**src/rtl/ser_stream.sv**
```systemverilog
// ---------------------------------------------------------------------------
// ser_stream -- parametrised parallel-to-serial converter, TX side of the
// SerDes link.
//
// A WIDTH-bit word is taken on a valid/ready handshake and sent one bit per
// clock on dout. A one-word holding buffer lets the next word wait while the
// current frame is shifting, so back-to-back frames leave no idle cycle
// between them.
//
// Build option:
//   SER_PARITY_EN  defined   -> each frame carries one extra bit after the
//                               data: even parity (^word) of the sent word.
//                  undefined -> frame is exactly WIDTH bits; no parity logic.
//
// Parameters:
//   WIDTH       parallel word width (>= 2)
//   MSB_FIRST   1: bit WIDTH-1 goes out first; 0: bit 0 goes out first
//   IDLE_LEVEL  dout level while no frame is being sent
//
// Ports:
//   clock      in   rising-edge clock
//   reset      in   synchronous, active-high
//   enable     in   1: run; 0: freeze all state, din_ready forced low
//   din        in   parallel word, sampled only on the handshake edge
//   din_valid  in   din holds a word to send
//   din_ready  out  word accepted on an edge where din_valid & din_ready
//   dout       out  serial data, registered
//   frame      out  high while dout carries the first bit of a frame
//   busy       out  high while a frame bit is on dout or the buffer is full
// ---------------------------------------------------------------------------
module ser_stream #(
  parameter int unsigned WIDTH      = 32,
  parameter bit          MSB_FIRST  = 1'b1,
  parameter logic        IDLE_LEVEL = 1'b0
) (
  input  logic             clock,
  input  logic             reset,
  input  logic             enable,
  input  logic [WIDTH-1:0] din,
  input  logic             din_valid,
  output logic             din_ready,
  output logic             dout,
  output logic             frame,
  output logic             busy
);

  // -------------------------------------------------------------------------
  // Frame geometry
  // -------------------------------------------------------------------------
`ifdef SER_PARITY_EN
  localparam int unsigned FLEN = WIDTH + 1;
`else
  localparam int unsigned FLEN = WIDTH;
`endif

  // The counter holds the number of frame bits already placed on dout, so it
  // must be able to reach FLEN itself.
  localparam int unsigned       CNT_W    = $clog2(FLEN + 1);
  localparam logic [CNT_W-1:0]  CNT_LAST = CNT_W'(FLEN);
  localparam logic [CNT_W-1:0]  CNT_ONE  = CNT_W'(1);
`ifdef SER_PARITY_EN
  // Once WIDTH bits are out, the next bit on dout is the stored parity.
  localparam logic [CNT_W-1:0]  CNT_DATA = CNT_W'(WIDTH);
`endif

  localparam logic [0:0] S_IDLE  = 1'b0;
  localparam logic [0:0] S_SHIFT = 1'b1;

  // -------------------------------------------------------------------------
  // Bit-order helpers: the bit that leaves next, and the shifter after one
  // bit has left.
  // -------------------------------------------------------------------------
  function automatic logic head_bit(input logic [WIDTH-1:0] w);
    return MSB_FIRST ? w[WIDTH-1] : w[0];
  endfunction

  function automatic logic [WIDTH-1:0] advance(input logic [WIDTH-1:0] w);
    return MSB_FIRST ? (w << 1) : (w >> 1);
  endfunction

  // -------------------------------------------------------------------------
  // State
  // -------------------------------------------------------------------------
  logic [0:0]       state_q,     state_d;
  logic [CNT_W-1:0] cnt_q,       cnt_d;
  logic [WIDTH-1:0] shift_q,     shift_d;
  logic [WIDTH-1:0] hold_q,      hold_d;
  logic             hold_full_q, hold_full_d;
  logic             dout_q,      dout_d;
  logic             frame_q,     frame_d;
`ifdef SER_PARITY_EN
  logic             par_q,       par_d;
`endif

  logic             accept;
  logic             load;
  logic [WIDTH-1:0] load_word;

  // Ready depends only on state and control inputs, never on din_valid, so a
  // source may legally wait for ready before raising valid.
  assign din_ready = enable & ~reset & ~hold_full_q;
  assign accept    = din_valid & din_ready;

  // -------------------------------------------------------------------------
  // Next-state logic
  // -------------------------------------------------------------------------
  always_comb begin
    // NOTE: every signal assigned here gets a default first; a path that
    // leaves one unassigned would infer a latch. Defaulting to the current
    // state is also what makes enable=0 a clean freeze.
    state_d     = state_q;
    cnt_d       = cnt_q;
    shift_d     = shift_q;
    hold_d      = hold_q;
    hold_full_d = hold_full_q;
    dout_d      = dout_q;
    frame_d     = frame_q;
`ifdef SER_PARITY_EN
    par_d       = par_q;
`endif
    load        = 1'b0;
    load_word   = din;

    if (enable) begin
      case (state_q)
        S_IDLE: begin
          if (accept) begin
            load = 1'b1;
          end
        end

        S_SHIFT: begin
          if (cnt_q != CNT_LAST) begin
            // Mid-frame: put the next bit on dout.
            cnt_d   = cnt_q + CNT_ONE;
            frame_d = 1'b0;
`ifdef SER_PARITY_EN
            if (cnt_q == CNT_DATA) begin
              dout_d = par_q;
            end else begin
              dout_d  = head_bit(shift_q);
              shift_d = advance(shift_q);
            end
`else
            dout_d  = head_bit(shift_q);
            shift_d = advance(shift_q);
`endif
            // A word arriving now waits in the holding buffer.
            if (accept) begin
              hold_d      = din;
              hold_full_d = 1'b1;
            end
          end else if (hold_full_q) begin
            // Last bit on dout and a word waiting: start it with no gap.
            load        = 1'b1;
            load_word   = hold_q;
            hold_full_d = 1'b0;
          end else if (accept) begin
            // Last bit on dout and a word arriving right now: also gapless,
            // the buffer is bypassed.
            load = 1'b1;
          end else begin
            state_d = S_IDLE;
            cnt_d   = '0;
            dout_d  = IDLE_LEVEL;
            frame_d = 1'b0;
          end
        end

        default: begin
          state_d = S_IDLE;
        end
      endcase
    end

    // Starting a frame: the first bit goes straight to dout, the shifter keeps
    // the remaining bits. Parity is captured here so a later write to the
    // holding buffer cannot disturb the frame in flight.
    if (load) begin
      state_d = S_SHIFT;
      cnt_d   = CNT_ONE;
      dout_d  = head_bit(load_word);
      frame_d = 1'b1;
      shift_d = advance(load_word);
`ifdef SER_PARITY_EN
      par_d   = ^load_word;
`endif
    end
  end

  // -------------------------------------------------------------------------
  // Control and output registers
  // -------------------------------------------------------------------------
  always_ff @(posedge clock) begin
    // NOTE: non-blocking assignments in clocked blocks, so every flop samples
    // the pre-edge values regardless of statement or block order.
    if (reset) begin
      state_q     <= S_IDLE;
      cnt_q       <= '0;
      hold_full_q <= 1'b0;
      dout_q      <= IDLE_LEVEL;
      frame_q     <= 1'b0;
    end else begin
      state_q     <= state_d;
      cnt_q       <= cnt_d;
      hold_full_q <= hold_full_d;
      dout_q      <= dout_d;
      frame_q     <= frame_d;
    end
  end

  // -------------------------------------------------------------------------
  // Data registers
  // -------------------------------------------------------------------------
  // NOTE: the shifter, holding buffer and parity bit are not reset. Their
  // contents are only ever observed after a load, and hold_full_q / state_q
  // (which are reset) say whether they hold anything meaningful.
  always_ff @(posedge clock) begin
    shift_q <= shift_d;
    hold_q  <= hold_d;
`ifdef SER_PARITY_EN
    par_q   <= par_d;
`endif
  end

  assign dout  = dout_q;
  assign frame = frame_q;
  assign busy  = (state_q == S_SHIFT) | hold_full_q;

endmodule

```
**config.mk**
```make
export PLATFORM = sky130hd
export DESIGN_NAME = ser_stream
export DESIGN_NICKNAME = d
export VERILOG_FILES = /design/src/rtl/ser_stream.sv
export SDC_FILE = /design/constraint.sdc
export NUM_CORES = 1
export LEC_CHECK = 0
export ABC_AREA = 1
export CORE_MARGIN = 2
export CORE_UTILIZATION = 50
export DETAILED_ROUTE_END_ITERATION = 10
export MAX_ROUTING_LAYER = met4
export PLACE_DENSITY = 0.78
export SLEW_MARGIN = 10
export SYNTH_ARGS = -nofsm -noshare
export SYNTH_HDL_FRONTEND = slang
export SYNTH_SLANG_ARGS = --single-unit
```
**constraint.sdc**
```tcl
create_clock -name clock -period 2.67 [get_ports clock]
set_input_delay 0.267 -clock clock [delete_from_list [all_inputs] [get_ports clock]]
set_output_delay 0.267 -clock clock [all_outputs]
set_load 0.1 [all_outputs]
```
# After elaboration in Yosys (flattened, before gate mapping)
# Cells that the tools add are included.
dict set report totals {
  reg_bits 73
  n_memories 0
  elab_cells 66
  latch_bits 0
  input_bits 36
  mem_bits_ro 0
  mem_bits_rw 0
}
dict set report classes {
  n_div 0
  magnitude_cmp 0
  n_shift 0
  mul 0
  reduce_logical 9
  eq_ne 6
  mux 35
  bitwise 7
  addsub 1
}
# cell n
set ops {}
lappend ops {{$mux 32} 8}
lappend ops {{$mux 1} 23}
lappend ops {{$mux 6} 3}
lappend ops {{$reduce_and 4->1} 3}
lappend ops {{$add 6x1->6 const B} 1}
lappend ops {{$ne 3x1->1 const B} 2}
lappend ops {{$ne 6x6->1 const B} 1}
lappend ops {{$reduce_and 3->1} 2}
lappend ops {{$reduce_bool 2->1} 3}
lappend ops {{$ne 2x1->1 const B} 2}
lappend ops {{$and 1x1->1} 3}
lappend ops {{$not 1->1} 3}
lappend ops {{$ne 2x2->1 const B} 1}
lappend ops {{$pmux 1 s2} 1}
lappend ops {{$reduce_or 2->1} 1}
lappend ops {{$or 1x1->1} 1}

# Depth between registers and ports, before layout
# Gate-level depths: netlist of the first run.
dict set report logic_depth {
  depth_word 11
  mapped_depth 11
}

# Worst setup path before layout of the first run
# OpenSTA, ideal clock, no wires.
dict set report synth_timing {
  kind {register to register}
  startpoint {reg hold_full_q}
  endpoint {reg hold_q[0], enable pin}
  path_stages_with_launch 4
  period_less_slack_ns 3.186
  t_required_ns 2.249
  setup_slack_ns -0.516
  arrival_time_ns 2.765
  setup_time_ns 0.421
  path_cell_list {dfxtp_1 > nor2_2 > nand2_2 > nor2_1}
}
dict set report synth_between {
  elab_chain_len 4
}
# element line_no
set synth_lines {}
lappend synth_lines {{from (decl)} 88} ;# logic hold_full_q, hold_full_d;
lappend synth_lines {{from (signal assigned)} 206} ;# hold_full_q <= hold_full_d;
lappend synth_lines {{$not 1->1} 101} ;# assign din_ready = enable & ~reset & ~hold_full_q;
lappend synth_lines {{$and 1x1->1} 101}
lappend synth_lines {{named net din_ready} 41} ;# output logic din_ready,
lappend synth_lines {{$and 1x1->1} 102} ;# assign accept = din_valid & din_ready;
lappend synth_lines {{$reduce_and 4->1 (no source line)} n/a}
lappend synth_lines {{to (signal assigned)} 220} ;# hold_q <= hold_d;
lappend synth_lines {{to (decl)} 87} ;# logic [WIDTH-1:0] hold_q, hold_d;
# The timed path passes the listed nets, and every way through them passes these cells.
# A chain may end at the register's enable or synchronous reset.

# Worst setup path after layout of the first run
dict set report layout_timing {
  startpoint {reg cnt_q[0]}
  endpoint {reg shift_q[24] (data pin)}
}
dict set report layout_between {
  elab_chain_len 5
  word_cells_on_any_way 8
  cone_classes {eq/ne (1); mux (7)}
}
# element line_no
set layout_lines {}
lappend layout_lines {{from (decl)} 85} ;# logic [CNT_W-1:0] cnt_q, cnt_d;
lappend layout_lines {{from (signal assigned)} 205} ;# cnt_q <= cnt_d;
lappend layout_lines {{$ne 6x6->1 *} 133} ;# if (cnt_q != CNT_LAST) begin
lappend layout_lines {{$mux 1 or $mux 32 (tied branches)} 133}
lappend layout_lines {{$pmux 1 s2 or $mux 32 (tied branches)} 125} ;# case (state_q)
lappend layout_lines {{$mux 1 or $mux 32 (tied branches)} 124} ;# if (enable) begin
lappend layout_lines {{$mux 32 *} 179} ;# if (load) begin
lappend layout_lines {{named net shift_d[24]} 86} ;# logic [WIDTH-1:0] shift_q, shift_d;
lappend layout_lines {{to (signal assigned)} 219} ;# shift_q <= shift_d;
lappend layout_lines {{to (decl)} 86}
# The timed path passes the listed nets; every way through them passes the cells marked *.

==> run summary, run 1 <==
Result of the run -> complete, no violations
Sw Pwr -> 529 uW
Fin. max-slew vios -> 0
IO Pins -> 40
RD Place Congestion -> 0.798
DIE AREA -> 7330 um^2
Skew final -> 11.3 ps
Initial antenna violation count -> 0
Pwr/cell area -> 620 nW/um^2
Hold_buf cts -> 0
Syn Std Cell Area -> 3330 um^2
Critical R2R Launch -> cnt_q[0]$_SDFFE_PP0P_
Clock power share -> 36.6%
Peak supply drop -> 0.000385 V
# port buffers -> 39
CP Class -> flop to flop
Final hold vios -> 0
Die Y -> 85.6 um
Worst min-delay path category -> flop to flop
Layout area overhead -> 18.4%
Post-DP Area -> 3740 um^2
H-tree Lvls -> 3
Hold_sp -> dout$_SDFFE_PP0P_
Net count, final -> 375
Post-synth ARST share -> 0%
Mean Syn Cell Area -> 11.3 um^2
Die width -> 85.6 um
DP Worst Slack -> 495 ps
Total Wirelength -> 5.82 mm
Setup bufs post-CTS -> 0
Core footprint -> 6390 um^2
Top-area cell type share of the netlist area -> 56.8%
Setup violations, final -> 0
CTS Root Cell -> clkbuf_8
Max-slew headroom -> 63.1%
Fin crit share -> 72.0%
CTS clk-pin slew, worst paths -> 70 ps
Final setup margin -> 748 ps
Final core utilization -> 61.7%
# clock sinks -> 73
Synth Net Count -> 332
Fillers -> 515
Area occupied by multi-input gates -> 1060 um^2
P_int -> 1.92 mW
Startpoint Class -> flop
Largest buffer count on any clock path -> 2
Yosys reg bits -> 73
Gr usage total -> 18.2%
Final Non-Filler Cells -> 419
Detailed Place HPWL -> 3.89 mm
Total power -> 2.44 mW
LEAKAGE -> 1.41 nW
Crit path max fanout -> 31
Period minus WS final -> 1920 ps
Crit. End Element -> flop
Largest cells by area after synthesis -> edfxtp_1 57%, nand2_1 9.5%, a31oi_2 7.5%
Sequential fraction of the synthesis area -> 62.8%
CP arrival -> 2110 ps
Worst skew pair latency -> 340 ps
RSZ-0062 raised after global routing -> no
Netlist cell types -> 31
MaxCap Viol Count -> 0
Initial Util -> 52.2%
Worst-margin pin slew -> 553 ps
Placed cells -> 403
Rows -> 29
Top_reg_cell synth -> edfxtp_1
Seq pwr share -> 53.1%
FF/Latch Area -> 2090 um^2
Syn Inst Count -> 294
TritonRoute pass-1 iters -> 4
Post-synth EDFFs -> 63
# diodes -> 0
DRC -> 0
Fraction of layout cells with a size suffix above 1 -> 17.8%
Starting DRT DRC Count -> 124
CTS tree -> yes
Largest net degree at the start of global routing -> 63
Area leader, netlist -> edfxtp_1
Top-count cell post-synth -> nand2_1
Post-synth top cells -> 84 x nand2_1, 63 x edfxtp_1, 37 x nor2_1
Worst path required time -> 2850 ps
Worst Setup SP -> cnt_q[0]$_SDFFE_PP0P_
TritonCTS buffer count -> 9
Fin Setup TNS -> 0 ps
Max Clk Rate -> 0.520 GHz
Sw Share -> 21.6%
Synthesis Warnings -> 0
Drt wl/cell -> 13.9 um
Combinational Power Share -> 10.3%
Routed vias -> 2182
Fin area -> 3940 um^2
DRT antenna net count -> 0
Hold_ws -> 483 ps
Post-CTS Resized -> 0
First-pass GRT wire length -> 9.94 mm
Vias in the first global route -> 2154
Gr ovfl total -> 0
Via-per-instance ratio -> 5.21
[logic make-up after synthesis]
group | share of synthesized area, %
adders and majority gates | 0.751
AOI/OAI and AO/OA | 11.7
buffers and inverters | 5.67
xor gates and xnor gates | 0.263
and+or+nand+nor | 18.8
DFF | 62.8
[power groups by stage]
stage | combinational (mW) | sequential, mW | clock, mW
floorplan | 0.159 | 1.34 | 0
global placement | 0.249 | 1.32 | 0
detailed placement | 0.254 | 1.32 | 0
CTS | 0.255 | 1.30 | 0.917
global route | 0.277 | 1.30 | 0.965
finish | 0.253 | 1.30 | 0.894
[area by class of cell]
cell class,instances,share of cell area (%)
multi-input cells,191,26.8
clock buffers,13,3.52
repair buffers,44,10.6
clock inverters,3,1.65
well taps,77,2.44
flip-flops and latches,73,53.1
inverters,18,1.90
[worst paths after layout]
kind                           end  slack [ps]  cells past startpoint
max          shift_q[24]$_DFFE_PP_         750                      8
min              dout$_SDFFE_PP0P_         480                      2
max reg2reg  shift_q[24]$_DFFE_PP_         750                      8
min reg2reg      dout$_SDFFE_PP0P_         480                      2
[critical path, cell delays in order, from the launching register on]
cell and delay (ps):
dfxtp_1 370, inv_1 80, ha_1 200, inv_1 50
nor2_1 160, nand4_4 120, inv_2 430, nand2_1 140
a31oi_2 210
[layer usage]
metal	vias up	wire (um)	global-route usage, %
met3	10	270	4.04
met5	-	0	-
met4	0	127	9.09
met2	47	2800	27.6
met1	1011	2620	23.1
li1	1114	-	-
[flip-flops by register name, indices dropped and copies added, names as in the netlist]
| register | cells |
|---|---|
| frame | 1 |
| state_q | 1 |
| hold_full_q | 1 |
| cnt_q | 6 |
| hold_q | 32 |
| shift_q | 31 |
| dout | 1 |
[placed cells by master, fill, tap and decap left out, drive strengths merged, types with 3 or more instances in the layout]
cell	n
nand4	3
nand3	4
edfxtp	63
nor2	40
o21ai	4
inv	18
buf	9
clkdlybuf4s50	35
a21oi	8
clkbuf	13
a31oi	31
nand2	91
dfxtp	10
No activity file was read; power rests on OpenSTA's default activity.
==> inputs of run 2 (changes only) <==
==> constraint.sdc (replaced) <==
create_clock -name clock -period 1.5 [get_ports clock]
set_input_delay 0.15 -clock clock [delete_from_list [all_inputs] [get_ports clock]]
set_output_delay 0.15 -clock clock [all_outputs]
set_load 0.1 [all_outputs]
==> run 2 against run 1 <==
The flow now finishes with violations (setup timing); clock-buffer cell count is 3 lower; core utilization rose by 13 points; routed wire length rose by 41%; largest cell class unchanged; sequential share of layout area shrank 9.3 points; die area stayed put; critical endpoint is now shift_q[10]$_DFFE_PP_; first-iteration DRC count rose by 2.4%; register-to-register slack got worse by 960 ps; sequential power rose by 78%; clock power is 55% higher; highest routed layer unchanged.
==> run summary, run 2 (synthesis gave the netlist of run 1 again) <==
Result of the run -> complete, but fails checks
Violated checks -> setup timing
Net count, final -> 424
Worst r2r path cells -> 12
Fin crit share -> 114%
CP Class -> flop to flop
Gr ovfl total -> 0
Largest net degree at the start of global routing -> 19
Hold_sp -> din[5]
Commonest non-fill, non-tap cell in the layout -> nand2_1
Crit. End Element -> flop
CP Cell Sequence -> inv_2, ha_4, nand2_4, nor2_4, nand2_4, nand2_4, nand2_4, buf_6, inv_12, buf_12, nor2_4, a31oi_4
Detailed Place HPWL -> 4.71 mm
TritonRoute pass-1 iters -> 4
Layout area overhead -> 43.7%
WHS Path Cells -> 1
Startpoint Class -> flop
Fin area -> 4790 um^2
Fin Setup TNS -> -14020 ps
H-tree Lvls -> 3
Peak supply drop -> 0.000689 V
Worst-margin pin slew -> 245 ps
IO Pins -> 40
CP arrival -> 1920 ps
Max-slew headroom -> 83.5%
Via-per-instance ratio -> 5.43
Period minus WS final -> 1710 ps
Starting DRT DRC Count -> 127
Worst path required time -> 1700 ps
Most frequent cells in the layout -> 77 x nand2_1, 63 x edfxtp_1, 35 x clkdlybuf4s50_1
CTS clk-pin slew, worst paths -> 80 ps
Pwr/cell area -> 926 nW/um^2
CTS Root Cell -> clkbuf_8
Max Clk Rate -> 0.583 GHz
Core footprint -> 6390 um^2
RSZ-0062 raised after global routing -> yes
Initial antenna violation count -> 0
Initial Util -> 52.2%
# diodes -> 0
DRC -> 0
Total Wirelength -> 8.18 mm
Largest buffer count on any clock path -> 2
Delay-heaviest family, CP -> buffers and inverters
Final setup margin -> -214 ps
Routed vias -> 2542
DRT antenna net count -> 0
RD Place Congestion -> 0.815
Final core utilization -> 75.0%
Vias in the first global route -> 2564
Setup violations, final -> 100
Slowest stage delay, CP -> 330 ps
First-pass GRT wire length -> 12.5 mm
Worst skew pair latency -> 360 ps
Worst Setup SP -> cnt_q[0]$_SDFFE_PP0P_
TritonCTS buffer count -> 9
Die Y -> 85.6 um
Skew final -> 7.22 ps
Post-DP Area -> 4170 um^2
Die width -> 85.6 um
# port buffers -> 39
Drt wl/cell -> 17.5 um
Placed cells -> 435
LEAKAGE -> 1.76 nW
CTS tree -> yes
DIE AREA -> 7330 um^2
MaxCap Viol Count -> 0
Buf+Inv Stages, Crit Path -> 4
Crit path max fanout -> 8
Largest register FFs -> 32
Stages on the worst setup path -> 12
Fin. max-slew vios -> 0
Critical R2R Launch -> cnt_q[0]$_SDFFE_PP0P_
Critical Path Most Common Cell -> nand2_4
Fraction of layout cells with a size suffix above 1 -> 36.1%
Worst min-delay path category -> input port to flop
Gr usage total -> 23.4%
Critical-path top delay cell -> dfxtp_2
Most flops, register -> hold_q
Final Non-Filler Cells -> 468
# clock sinks -> 73
DP Worst Slack -> -370 ps
Top Registers -> hold_q x32, shift_q x31, cnt_q x6
Final hold vios -> 0
Rows -> 29
[run 2: cell type report]
class | instances | area (um^2)
Sequential cell | 73 | 2100
Fill cell | 383 | 1600
Multi-Input combinational cell | 191 | 1200
Timing Repair Buffer | 92 | 1120
Clock buffer | 10 | 128
Tap cell | 77 | 96.3
Inverter | 18 | 88.8
Clock inverter | 6 | 43.8
Timing Repair inverter | 1 | 11.3
[run 2: layer usage]
layer	wire, um	up-vias	GRT usage (%)
li1	-	1215	-
met1	3250	1247	27.3
met2	4390	67	39.0
met3	377	13	4.33
met4	160	0	11.8
met5	0	-	-
[run 2: power by group]
part / switching [mW] / total, mW / internal [mW]
clock network: 0.785 / 1.39 / 0.606
logic: 0.358 / 0.728 / 0.370
registers: 0.0285 / 2.31 / 2.29
[run 2: timing repair]
| action | in CTS | in global routing |
|---|---|---|
| cloned | 6 | 5 |
| buffers inserted | 12 | 0 |
| hold buffers | 0 | 0 |
| pin swaps | 8 | 10 |
| endpoints found under the setup margin | 100 | 101 |
| resized for setup | 45 | 16 |
| endpoints found under the hold margin | 0 | 0 |
[run 2: final timing paths]
check        slack, ps                    end
max               -210  shift_q[10]$_DFFE_PP_
min                370    hold_q[5]$_DFFE_PP_
max reg2reg       -210  shift_q[10]$_DFFE_PP_
min reg2reg        510     frame$_SDFFE_PP0P_
[run 2: metrics by stage]
step | hold slack [ps] | power [mW]
6_report | 371 | 4.43
5_1_grt | 367 | 4.57
4_1_cts | 374 | 4.40
3_5_place_dp | 497 | 2.94
3_3_place_gp | 490 | 2.92
2_1_floorplan | 219 | 2.67
==> edit 1: new RTL, flow settings as in run 2 <==
Set the parameter `IDLE_LEVEL` to 1'b1 (it was 1'b0).
--- a/src/rtl/ser_stream.sv
+++ b/src/rtl/ser_stream.sv
@@ -33,3 +33,3 @@
   parameter bit          MSB_FIRST  = 1'b1,
-  parameter logic        IDLE_LEVEL = 1'b0
+  parameter logic        IDLE_LEVEL = 1'b1
 ) (
Behaviour: not the same (a bounded check fails within 4 cycles, from zero or initial values and one cycle with reset high).
==> edit 1 against run 2 <==
  * The run ends with design-rule violations, negative setup slack left
  * Global-route usage is 1.7 points lower
  * Design area is 6.9% lower
  * Synthesized area is 0.26% higher
  * Critical path type is now input port to flip-flop
  * Via count is 3.9% higher
  * Power is 7.1% lower
  * Fmax is 5.5% higher
  * Sequential cell count stayed put
  * Critical endpoint is now shift_q[1]$_SDFFCE_PN0P_
  * Worst setup slack better by 0.089 ns
  * Largest cell class unchanged
  * Routed wire length is 12% lower
  * Final cell count is 10% higher
==> edit 1: results (changes against run 2) <==
Outcome: finished with violations (unchanged)
Violated checks: design-rule violations, negative setup slack (was negative setup slack)
Most common library cells after synthesis: 152 x nand2_1, 63 x edfxtp_1, 46 x inv_1 (was 84 x nand2_1, 63 x edfxtp_1, 37 x nor2_1)
Number of global-route vias before repair: 2555 (was 2564)
Hold WS: 0.395 ns (was 0.371 ns)
Initial DRC Count: 215 (was 127)
Slowest cell on the critical path: clkdlybuf4s50_1 (was dfxtp_2)
Avg Cell Area, Syn: 9.23 µm² (was 11.3 µm²)
CP Data Required Time: 1.54 ns (was 1.70 ns)
Yosys cell types: 21 (was 31)
Layout cells sized above 1: 0.198 (was 0.361)
Post CTS Setup Buffer Count: 4 (was 12)
Psw: 1010 µW (was 1170 µW)
Net Count, Synth: 400 (was 332)
Avg WL per Cell: 13.9 µm (was 17.5 µm)
Worst hold path endpoint: hold_q[15]$_DFFE_PP_ (was hold_q[5]$_DFFE_PP_)
Slowest stage delay, CP: 0.62 ns (was 0.33 ns)
HPWL Detailed: 4540 µm (was 4710 µm)
CP Max Fanout: 21 (was 8)
DP Worst Slack: -0.337 ns (was -0.370 ns)
Fin Setup TNS: -5.62 ns (was -14.02 ns)
Global Route Usage Sum: 0.218 (was 0.234)
Placed insts: 498 (was 435)
Final setup vio count: 73 (was 100)
Remaining DRCs: 1 (was 0)
DP Area: 4170 µm² (about the same)
Drt first pass iters: 7 (was 4)
Reg2Reg Setup Slack: -0.10 ns (was -0.21 ns)
Worst hold start: din[15] (was din[5])
Clock latency on the worst-skew pair: 0.34 ns (was 0.36 ns)
Fill count: 490 (was 383)
Clk pwr share: 0.304 (was 0.314)
Post-CTS resize count: 10 (was 45)
Pin count of the biggest net entering global routing: 44 (was 19)
Leakage: 0.00196 µW (was 0.00176 µW)
VDD IR max: 0.589 mV (was 0.689 mV)
Final WL: 7190 µm (was 8180 µm)
Post-DR vias/cell: 5.11 (was 5.43)
Post-synth top area share: 0.567 (was 0.568)
Gpl congestion: 0.869 (was 0.815)
Crit. Startpoint: enable (was cnt_q[0]$_SDFFE_PP0P_)
Critical Path End: shift_q[1]$_SDFFCE_PN0P_ (was shift_q[10]$_DFFE_PP_)
First-pass GRT wire length: 11900 µm (was 12500 µm)
Synth area leaders: edfxtp_1 57%, nand2_1 17%, dfxtp_1 6.0% (was edfxtp_1 57%, nand2_1 9.5%, a31oi_2 7.5%)
Reg2reg start: cnt_q[1]$_SDFFE_PP0P_ (was cnt_q[0]$_SDFFE_PP0P_)
# nets final: 475 (was 424)
FF-to-FF path depth: 9 (was 12)
Slew of the pin with the lowest slew margin: 0.271 ns (was 0.245 ns)
Worst setup margin: -0.126 ns (was -0.214 ns)
Total power: 4120 µW (was 4430 µW)
Clock Skew: 0.00916 ns (was 0.00722 ns)
[edit 1: cell count changes in the layout (fill, tap and decap cells not counted), sizes merged, moves of 4 or more]
cell	run 2	this run
a31oi	31	0
buf	54	41
clkbuf	13	9
inv	18	47
nand2	91	154
nor2	40	12
o21ai	4	34
[edit 1: layer usage]
metal	track usage	wire length (µm)	vias up
li1	-	-	1326
met1	0.278	3110	1227
met2	0.339	3680	77
met3	0.0491	305	12
met4	0.0880	92	0
met5	-	0	-
[edit 1: final cells by class]
cell class	instances	area, µm²	area share
tap	77	96.3	0.0216
clock inverter	5	25.0	0.00561
multi-input combinational	229	1110	0.249
sequential	73	2100	0.472
inverter	48	191	0.0430
timing repair buffer	76	810	0.182
clock buffer	9	124	0.0278
[edit 1: cell families after synthesis]
group	Yosys count	share of synthesized area
buffers and inverters	60	0.0719
AND/OR/NAND/NOR	180	0.220
flip-flops	73	0.626
AO/OA/AOI/OAI	45	0.0693
adder cells (fa/ha/maj)	2	0.00749
XOR/XNOR	2	0.00525
==> edit 2: new RTL, config.mk and constraints of run 2 <==
Without the edit above. Reset style: asynchronous (`reset`), changed in one clocked block.
--- a/src/rtl/ser_stream.sv
+++ b/src/rtl/ser_stream.sv
@@ -193,3 +193,3 @@
   // -------------------------------------------------------------------------
-  always_ff @(posedge clock) begin
+  always_ff @(posedge clock or posedge reset) begin
     // NOTE: non-blocking assignments in clocked blocks, so every flop samples
Check against the original RTL: differs if reset is asserted again (counterexample within 4 cycles, from zero or initial values and one cycle with reset high); with reset held inactive, the same outputs for 10 cycles.
==> edit 2 against run 2 <==
  * The flow still finishes with violations (negative setup slack)
  * Worst setup slack better by 0.055 ns
  * Sequential cell count unchanged
  * Fmax up 3.3%
  * Count of clock-buffer cells in the layout unchanged
  * Routed wire length down 4.1%
  * Via count up 8.7%
  * Hold slack worse by 0.13 ns
  * Synthesized area up 3.3%
  * Design area down 3.4%
  * Critical path depth down 4
  * Synthesized cell count up 20%
Power is not compared: it rests on default switching activity, and its combinational part moved more than twofold at a synthesized area within 25%.
==> edit 2: results (changes against run 2) <==
Outcome: finished with violations (unchanged)
Violated checks: negative setup slack (unchanged)
Synth area leaders: edfxtp_1 55%, nand2_1 19%, dfrtp_1 7.3% (was edfxtp_1 57%, nand2_1 9.5%, a31oi_2 7.5%)
Final setup vio count: 96 (was 100)
Sequential cell area fraction in the yosys report: 0.623 (was 0.628)
Clock Skew: 0.0114 ns (was 0.00722 ns)
Global Route Usage Sum: 0.223 (was 0.234)
Met3 Use GR: 0.0540 (was 0.0433)
Met2 GRT Util: 0.344 (was 0.390)
Asr flop ratio synth: 0.137 (was 0)
Inverters: 14 (was 19)
Avg WL per Cell: 15.4 µm (was 17.5 µm)
DP Area: 4210 µm² (was 4170 µm²)
M1 GR Usage: 0.275 (was 0.273)
Metal3 WL: 343 µm (was 377 µm)
Clock network area share: 0.0454 (was 0.0358)
Number of global-route vias before repair: 2717 (was 2564)
Drt first pass iters: 5 (was 4)
Worst Path Arrival: 1.77 ns (was 1.92 ns)
HPWL Detailed: 4820 µm (was 4710 µm)
Slew HR: 0.821 (was 0.835)
Slowest stage delay, CP: 0.40 ns (was 0.33 ns)
Worst setup margin: -0.159 ns (was -0.214 ns)
M1 WL: 3380 µm (was 3250 µm)
Non-CTS buffers: 81 (was 92)
Area occupied by multi-input gates: 1190 µm² (was 1200 µm²)
Bufs on Longest Clock Path: 2 (unchanged)
Net Count, Synth: 390 (was 332)
Wire length on met2: 3970 µm (was 4390 µm)
Most common library cells after synthesis: 174 x nand2_1, 63 x edfxtp_1, 33 x nand4_1 (was 84 x nand2_1, 63 x edfxtp_1, 37 x nor2_1)
NonClk Buf Share: 0.199 (was 0.234)
Yosys cell types: 25 (was 31)
Via count: 2763 (was 2542)
Hold Path Class: input port to async pin (was input port to flip-flop)
Total power: 6770 µW
Post-Synth XOR/XNOR Area: 0.00255 (was 0.00263)
Fill count: 487 (was 383)
Initial DRC Count: 175 (was 127)
Crit path max-delay family: simple AND/OR/NAND/NOR gates (was buffers and inverters)
Yosys warning total: 0 (unchanged)
Post-DR vias/cell: 5.43 (about the same)
Register area: 2140 µm² (was 2100 µm²)
Gpl congestion: 0.846 (was 0.815)
DP Worst Slack: -0.279 ns (was -0.370 ns)
Comb_multi_in: 245 (was 191)
Avg Cell Area, Syn: 9.77 µm² (was 11.3 µm²)
Placed insts: 484 (was 435)
First-pass GRT wire length: 12300 µm (was 12500 µm)
# nets final: 462 (was 424)
Pin count of the biggest net entering global routing: 33 (was 19)
CP Max Fanout: 22 (was 8)
Layout cells sized above 1: 0.203 (was 0.361)
Slowest cell on the critical path: dfrtp_1 (was dfxtp_2)
Compound-Gate Fraction of Synth Area: 0.0138 (was 0.117)
Top Layer Used: met4 (unchanged)
Fin Setup TNS: -11.29 ns (was -14.02 ns)
Adder-cell share of the synthesized area: 0.00728 (was 0.00751)
-- edit 2: repair_timing --
action                     in CTS  in global routing
hold buffers                    0                  0
gates cloned                    2                  1
pin swaps                       2                  2
setup endpoints to repair      96                100
resized for setup              12                 11
setup buffers                   5                  1
-- edit 2: final timing paths --
check / slack [ns] / startpoint / to / depth (start not counted)
worst max-delay path: -0.16 / cnt_q[1]$_DFFE_PP0P_ / shift_q[17]$_DFFE_PP_ / 8
min in group clock: 0.38 / din[19] / hold_q[19]$_DFFE_PP_ / 1
worst max register to register: -0.16 / cnt_q[1]$_DFFE_PP0P_ / shift_q[17]$_DFFE_PP_ / 8
max in group asynchronous: 1.11 / reset / state_q$_DFFE_PP0P_ / 3
worst min register to register: 0.53 / shift_q[2]$_DFFE_PP_ / shift_q[3]$_DFFE_PP_ / 2
worst min-delay path: 0.24 / reset / hold_full_q$_DFFE_PP0P_ / 3
